### config.mk
export PLATFORM = sky130hd
export DESIGN_NAME = instr_fetch
export DESIGN_NICKNAME = d
export VERILOG_FILES = /design/src/rtl/instr_fetch_pkg.sv /design/src/rtl/instr_fetch_fifo.sv /design/src/rtl/instr_fetch.sv
export SDC_FILE = /design/constraint.sdc
export NUM_CORES = 1
export LEC_CHECK = 0
export CAP_MARGIN = 15
export CELL_PAD_IN_SITES_DETAIL_PLACEMENT = 0
export CELL_PAD_IN_SITES_GLOBAL_PLACEMENT = 1
export CORE_ASPECT_RATIO = 0.8
export CORE_MARGIN = 2
export CORE_UTILIZATION = 35
export CTS_CLUSTER_SIZE = 28
export DETAILED_ROUTE_END_ITERATION = 8
export PLACE_DENSITY_LB_ADDON = 0.1
export SLEW_MARGIN = 15
export SYNTH_ARGS = -nofsm -noshare
export SYNTH_HDL_FRONTEND = slang
export SYNTH_HIERARCHICAL = 1
export SYNTH_SLANG_ARGS = --single-unit
### constraint.sdc
create_clock -name Clk -period 3 [get_ports Clk]
set_input_delay 0.45 -clock Clk [delete_from_list [all_inputs] [get_ports Clk]]
set_output_delay 0.45 -clock Clk [all_outputs]
set_load 0.02 [all_outputs]
### src/rtl/instr_fetch_pkg.sv
// Shared types and widths for the instruction fetch stage.
// Entries pair an instruction word with the PC it was fetched from.
package instr_fetch_pkg;

  localparam int WORD_LEN   = 32;
  localparam int OPCODE_LEN = 6;
  localparam int FUNCT_LEN  = 6;

  localparam logic [WORD_LEN-1:0] RESET_PC_DEF = '0;

  typedef enum logic {
    S_FETCH,
    S_DISCARD
  } fetch_state_e;

  typedef struct packed {
    logic [WORD_LEN-1:0] pc;
    logic [WORD_LEN-1:0] instr;
  } fetch_entry_t;

  function automatic logic [WORD_LEN-1:0] word_align(
    input logic [WORD_LEN-1:0] a
  );
    return {a[WORD_LEN-1:2], 2'b00};
  endfunction

endpackage

### src/rtl/instr_fetch_fifo.sv
// Small synchronous FIFO of {PC, instr} entries.
// Flush wins over push and pop in the same cycle.
module instr_fifo
  import instr_fetch_pkg::*;
#(
  parameter int DEPTH = 2,
  parameter int CW    = $clog2(DEPTH) + 1
) (
  input  logic         clk_i,
  input  logic         rst_ni,
  input  logic         push_i,
  input  logic         pop_i,
  input  logic         flush_i,
  input  fetch_entry_t data_i,
  output fetch_entry_t data_o,
  output logic [CW-1:0] count_o,
  output logic         full_o,
  output logic         empty_o
);

  localparam int AW = $clog2(DEPTH);

  fetch_entry_t  mem_q [DEPTH];
  logic [AW-1:0] wr_q;
  logic [AW-1:0] rd_q;
  logic [CW-1:0] cnt_q;
  logic          do_push;
  logic          do_pop;

  assign empty_o = (cnt_q == '0);
  assign full_o  = (cnt_q == CW'(DEPTH));
  assign count_o = cnt_q;
  assign data_o  = mem_q[rd_q];

  assign do_pop  = pop_i && !empty_o;
  assign do_push = push_i && (!full_o || do_pop);

  always_ff @(posedge clk_i or negedge rst_ni) begin
    if (!rst_ni) begin
      wr_q  <= '0;
      rd_q  <= '0;
      cnt_q <= '0;
      for (int i = 0; i < DEPTH; i++)
        mem_q[i] <= '0;
    end else if (flush_i) begin
      wr_q  <= '0;
      rd_q  <= '0;
      cnt_q <= '0;
    end else begin
      if (do_push) begin
        mem_q[wr_q] <= data_i;
        wr_q        <= wr_q + AW'(1);
      end
      if (do_pop)
        rd_q <= rd_q + AW'(1);
      cnt_q <= cnt_q + CW'(do_push) - CW'(do_pop);
    end
  end

endmodule

### src/rtl/instr_fetch.sv
// Fetch stage: PC, request FSM and instruction buffer.
// Redirects flush the buffer; an in-flight beat is dropped.
module instr_fetch
  import instr_fetch_pkg::*;
#(
  parameter logic [WORD_LEN-1:0] RESET_PC   = RESET_PC_DEF,
  parameter int                  FIFO_DEPTH = 2
) (
  input  logic                  Clk,
  input  logic                  Rst_n,
  output logic                  IMemReq,
  output logic [WORD_LEN-1:0]   IMemAddr,
  input  logic                  IMemAck,
  input  logic [WORD_LEN-1:0]   IMemData,
  input  logic                  Redirect,
  input  logic [WORD_LEN-1:0]   RedirectPC,
  input  logic                  InstrReady,
  output logic                  InstrValid,
  output logic [WORD_LEN-1:0]   Instr,
  output logic [WORD_LEN-1:0]   InstrPC,
  output logic [OPCODE_LEN-1:0] OpCode,
  output logic [FUNCT_LEN-1:0]  Funct
);

  localparam int CW = $clog2(FIFO_DEPTH) + 1;
  localparam logic [CW-1:0] DEPTH_C = CW'(FIFO_DEPTH);

  fetch_state_e        state_q, state_d;
  logic [WORD_LEN-1:0] pc_q, pc_d;
  logic [WORD_LEN-1:0] tgt_q, tgt_d;
  logic                req_q, req_d;

  logic                acked;
  logic                pend;
  logic                push;
  logic                pop;
  logic [CW-1:0]       cnt;
  logic [CW-1:0]       cnt_nxt;
  logic                full;
  logic                empty;
  fetch_entry_t        head;
  fetch_entry_t        beat;

  assign acked = req_q && IMemAck;
  assign pend  = req_q && !IMemAck;
  assign pop   = InstrValid && InstrReady && !Redirect;
  assign beat  = '{pc: pc_q, instr: IMemData};

  always_comb begin
    state_d = state_q;
    pc_d    = pc_q;
    tgt_d   = tgt_q;
    push    = 1'b0;
    unique case (1'b1)
      Redirect && pend: begin
        state_d = S_DISCARD;
        tgt_d   = word_align(RedirectPC);
      end
      Redirect && !pend: begin
        state_d = S_FETCH;
        pc_d    = word_align(RedirectPC);
      end
      !Redirect && acked && (state_q == S_DISCARD): begin
        state_d = S_FETCH;
        pc_d    = tgt_q;
      end
      !Redirect && acked && (state_q == S_FETCH): begin
        push = !full || pop;
        pc_d = pc_q + WORD_LEN'(4);
      end
      default: ;
    endcase
  end

  // Budget counts the beat about to land so zero-wait memory streams.
  always_comb begin
    if (Redirect)
      cnt_nxt = '0;
    else
      cnt_nxt = cnt + CW'(push) - CW'(pop);
    if (pend)
      req_d = 1'b1;
    else
      req_d = (state_d == S_FETCH) && (cnt_nxt < DEPTH_C);
  end

  always_ff @(posedge Clk or negedge Rst_n) begin
    if (!Rst_n) begin
      state_q <= S_FETCH;
      pc_q    <= RESET_PC;
      tgt_q   <= '0;
      req_q   <= 1'b0;
    end else begin
      state_q <= state_d;
      pc_q    <= pc_d;
      tgt_q   <= tgt_d;
      req_q   <= req_d;
    end
  end

  instr_fifo #(
    .DEPTH (FIFO_DEPTH),
    .CW    (CW)
  ) u_fifo (
    .clk_i   (Clk),
    .rst_ni  (Rst_n),
    .push_i  (push),
    .pop_i   (pop),
    .flush_i (Redirect),
    .data_i  (beat),
    .data_o  (head),
    .count_o (cnt),
    .full_o  (full),
    .empty_o (empty)
  );

  assign IMemReq    = req_q;
  assign IMemAddr   = pc_q;
  assign InstrValid = !empty;
  assign Instr      = InstrValid ? head.instr : '0;
  assign InstrPC    = InstrValid ? head.pc : '0;
  assign OpCode     = Instr[WORD_LEN-1 -: OPCODE_LEN];
  assign Funct      = Instr[FUNCT_LEN-1:0];

endmodule
==> summary.txt <==
Global routing
  – Total gr overflow: 0
  – GRT Total Usage: 0.182
  – Largest net degree at the start of global routing: 86
  – Initial antenna violation count: 2
  – Number of global-route vias before repair: 6,934
  – First-pass GRT wire length: 41,600 um

Layout
  – Area delta synth->final: 28.5%
  – Final Net Count: 1,040
  – Util after Layout: 0.455
  – # fillers: around 2,700
  – Share of post-route cells with drive strength above 1: 0.306

Clocking
  – CTS Hold Buffers Added: 0
  – Clock Path Buffers: 2
  – CTS tree: done
  – Clock-pin slew on the worst setup and hold paths: 0.07 ns
  – CTS sink cnt: just under 200
  – H-tree depth: 4
  – Clock buffer count from CTS: 17
  – Worst skew pair latency: 0.44 ns
  – # Post-CTS Setup Buffers: 0
  – Post_cts resized: 0
  – Root Buffer: clkbuf_16

Timing
  – Post-Route Skew: 0.0100 ns
  – Period utilisation layout: 0.937
  – Slew margin rel.: 0.353
  – Slew Viols, Final: 0
  – Hold Slack: roughly 0.072 ns
  – Setup Viol. Count Final: 0
  – Clock period minus worst slack: 2.81 ns
  – Final hold vios: 0
  – Peak Freq: 0.356 GHz
  – Worst-margin pin slew: about 0.97 ns
  – Setup tns final: 0 ns
  – RSZ-0062 raised after global routing: false

Flow run
  – Number of max-cap violations: 0

Worst hold path
  – Worst min path class: in2async

Synth
  – Yosys reg bits: 194
  – EDFF count, synth: 0
  – Syn_area_per_cell: 12.5 um2
  – Mapped Area: 9940 um2
  – Sequential fraction of the synthesis area: 0.489
  – Cells after synthesis: 798
  – Total number of yosys warnings: 6
  – Synth cell types: 67
  – Post-synth ARST share: 1.00
  – Post-synth top flop: dfrtp_1

Routing
  – ANT nets after route: 0
  – Drt drc: 0
  – Vias post-DR: 6,876
  – Average wire per standard cell: 19.6 um
  – Initial DRC count: around 400
  – WL final: between 20,000 and 30,000 um
  – Initial DRT Pass Iterations: 5
  – Via density: roughly 5.1

Worst setup path
  – Setup CP Type: reg2out
  – Startpoint types: register
  – WP data required: 2.55 ns
  – WP data arrival: 2.36 ns
  – Critical path fanouts, max: 11
  – CP endpoint kind: output pin

Pwr
  – Cell Pwr Density: 644 nW/um2
  – Static leakage: 5.29 nW
  – Power Total: 8.22 mW
  – Worst vdd ir: 0.398 mV

Floorplan
  – Die width: 192 um
  – Placeable Area: 28,100 um2
  – Site Rows: 55
  – Die ar.: around 30,000 um2
  – Starting Density: 0.354
  – I/O pins: 179
  – Die Y: 155 um

Outcome
  – Status: finished, final reports clean

Placed design
  – DP Wirelength: 17,700 um
  – Gpl congestion: 0.759
  – Port Buffers: between 150 and 200
## critical path, stage by stage (launching register included)
cell             delay [ns]
dfrtp_2                0.52
buf_4                  0.29
mux2_2                 0.18
nor2b_1                0.27
clkdlybuf4s50_1        0.66
## report_power, final
group	switching [mW]	internal [mW]
clock network	1.12	1.11
logic	0.887	1.39
registers	0.443	3.27
## Yosys cell counts, drive strengths merged, types with 4 or more instances
| cell type | instances | share of area |
|---|---|---|
| a211oi | 4 | 0.0030 |
| a21oi | 21 | 0.011 |
| a221oi | 13 | 0.011 |
| a222oi | 5 | 0.0050 |
| a22oi | 5 | 0.0038 |
| and3 | 5 | 0.0031 |
| buf | 42 | 0.030 |
| clkbuf | 26 | 0.0098 |
| dfrtp | 194 | 0.49 |
| ha | 4 | 0.0050 |
| inv | 12 | 0.0045 |
| mux2 | 221 | 0.27 |
| nand2 | 28 | 0.011 |
| nand3 | 16 | 0.0086 |
| nand4 | 4 | 0.0025 |
| nor2 | 18 | 0.0068 |
| nor2b | 68 | 0.043 |
| nor3 | 9 | 0.0045 |
| nor4 | 5 | 0.0031 |
| o21ai | 26 | 0.013 |
| o22ai | 7 | 0.0044 |
| o2bb2ai | 4 | 0.0035 |
## kinds of logic after synthesis
logic type,after synthesis,share of synthesized area
and+or+nand+nor,172,0.0976
xor gates and xnor gates,5,0.00441
DFF,194,0.489
muxes,222,0.274
AOI/OAI and AO/OA,120,0.0859
other,1,0.000377
adders and majority gates,4,0.00504
buffers and inverters,80,0.0439
## registers in the layout, indices dropped and copies added (netlist names)
signal	cells
tgt_q	30
IMemAddr	30
state_q	1
u_fifo/rd_q	1
u_fifo/wr_q	1
u_fifo/mem_q	128
IMemReq	1
u_fifo/count_o	2
## path summary, 6_finish.rpt
path / from / to / slack (ns) / cells after the start
hold reg to reg: u_fifo/mem_q[1]$_DFFE_PN0P_ / u_fifo/mem_q[1]$_DFFE_PN0P_ / 0.49 / 1
max in group asynchronous: Rst_n / u_fifo/mem_q[70]$_DFFE_PN0P_ / 2.13 / 2
setup / recovery: u_fifo/rd_q$_DFFE_PN0P_ / InstrPC[6] / 0.19 / 4
setup reg to reg: u_fifo/count_o[1]$_DFF_PN0_ / u_fifo/mem_q[8]$_DFFE_PN0P_ / 0.55 / 8
min in group Clk: u_fifo/mem_q[1]$_DFFE_PN0P_ / u_fifo/mem_q[1]$_DFFE_PN0P_ / 0.49 / 1
hold / removal: Rst_n / u_fifo/mem_q[45]$_DFFE_PN0P_ / 0.07 / 1
## cells in the final DEF (no fill, tap or decap), types with 7 or more instances in the layout
| master | count |
|---|---|
| dfrtp_1 | 193 |
| clkdlybuf4s50_1 | 173 |
| mux2_2 | 157 |
| nor2b_1 | 68 |
| mux2_4 | 60 |
| buf_4 | 30 |
| nand2_1 | 28 |
| o21ai_0 | 26 |
| a21oi_1 | 21 |
| nor2_1 | 17 |
| clkbuf_16 | 17 |
| nand3_1 | 14 |
| a221oi_1 | 13 |
| inv_1 | 12 |
| nor3_1 | 9 |
| buf_12 | 9 |
| o22ai_1 | 7 |
## area by class of cell
class / instances / area [um2] / share of cell area
Sequential cell: 194 / 4860 / 0.380
Multi-Input combinational cell: 529 / 4690 / 0.367
Timing Repair Buffer: 213 / 2150 / 0.168
Tap cell: 370 / 463 / 0.0363
Clock buffer: 18 / 439 / 0.0344
Clock inverter: 14 / 119 / 0.00931
Inverter: 12 / 45.0 / 0.00353
Antenna cell: 1 / 2.50 / 0.000196
## layer usage
metal | track usage | part of all wire
met1 | 0.281 | 0.51
met2 | 0.262 | 0.43
met3 | 0.0379 | 0.051
met4 | 0.0334 | 0.0064
met5 | 0 | 0
## through the flow
stage / worst slack, ns / area [um2] / cells
global route: 0.0791 / 12800 / 1350
floorplan: 0.596 / 9950 / 803
CTS: 0.172 / 12800 / 1350
global placement: 0.166 / 12200 / 1318
detailed placement: 0.164 / 12200 / 1318
finish: 0.190 / 12800 / 1351
Note: power is estimated with default switching activity, not from simulation.
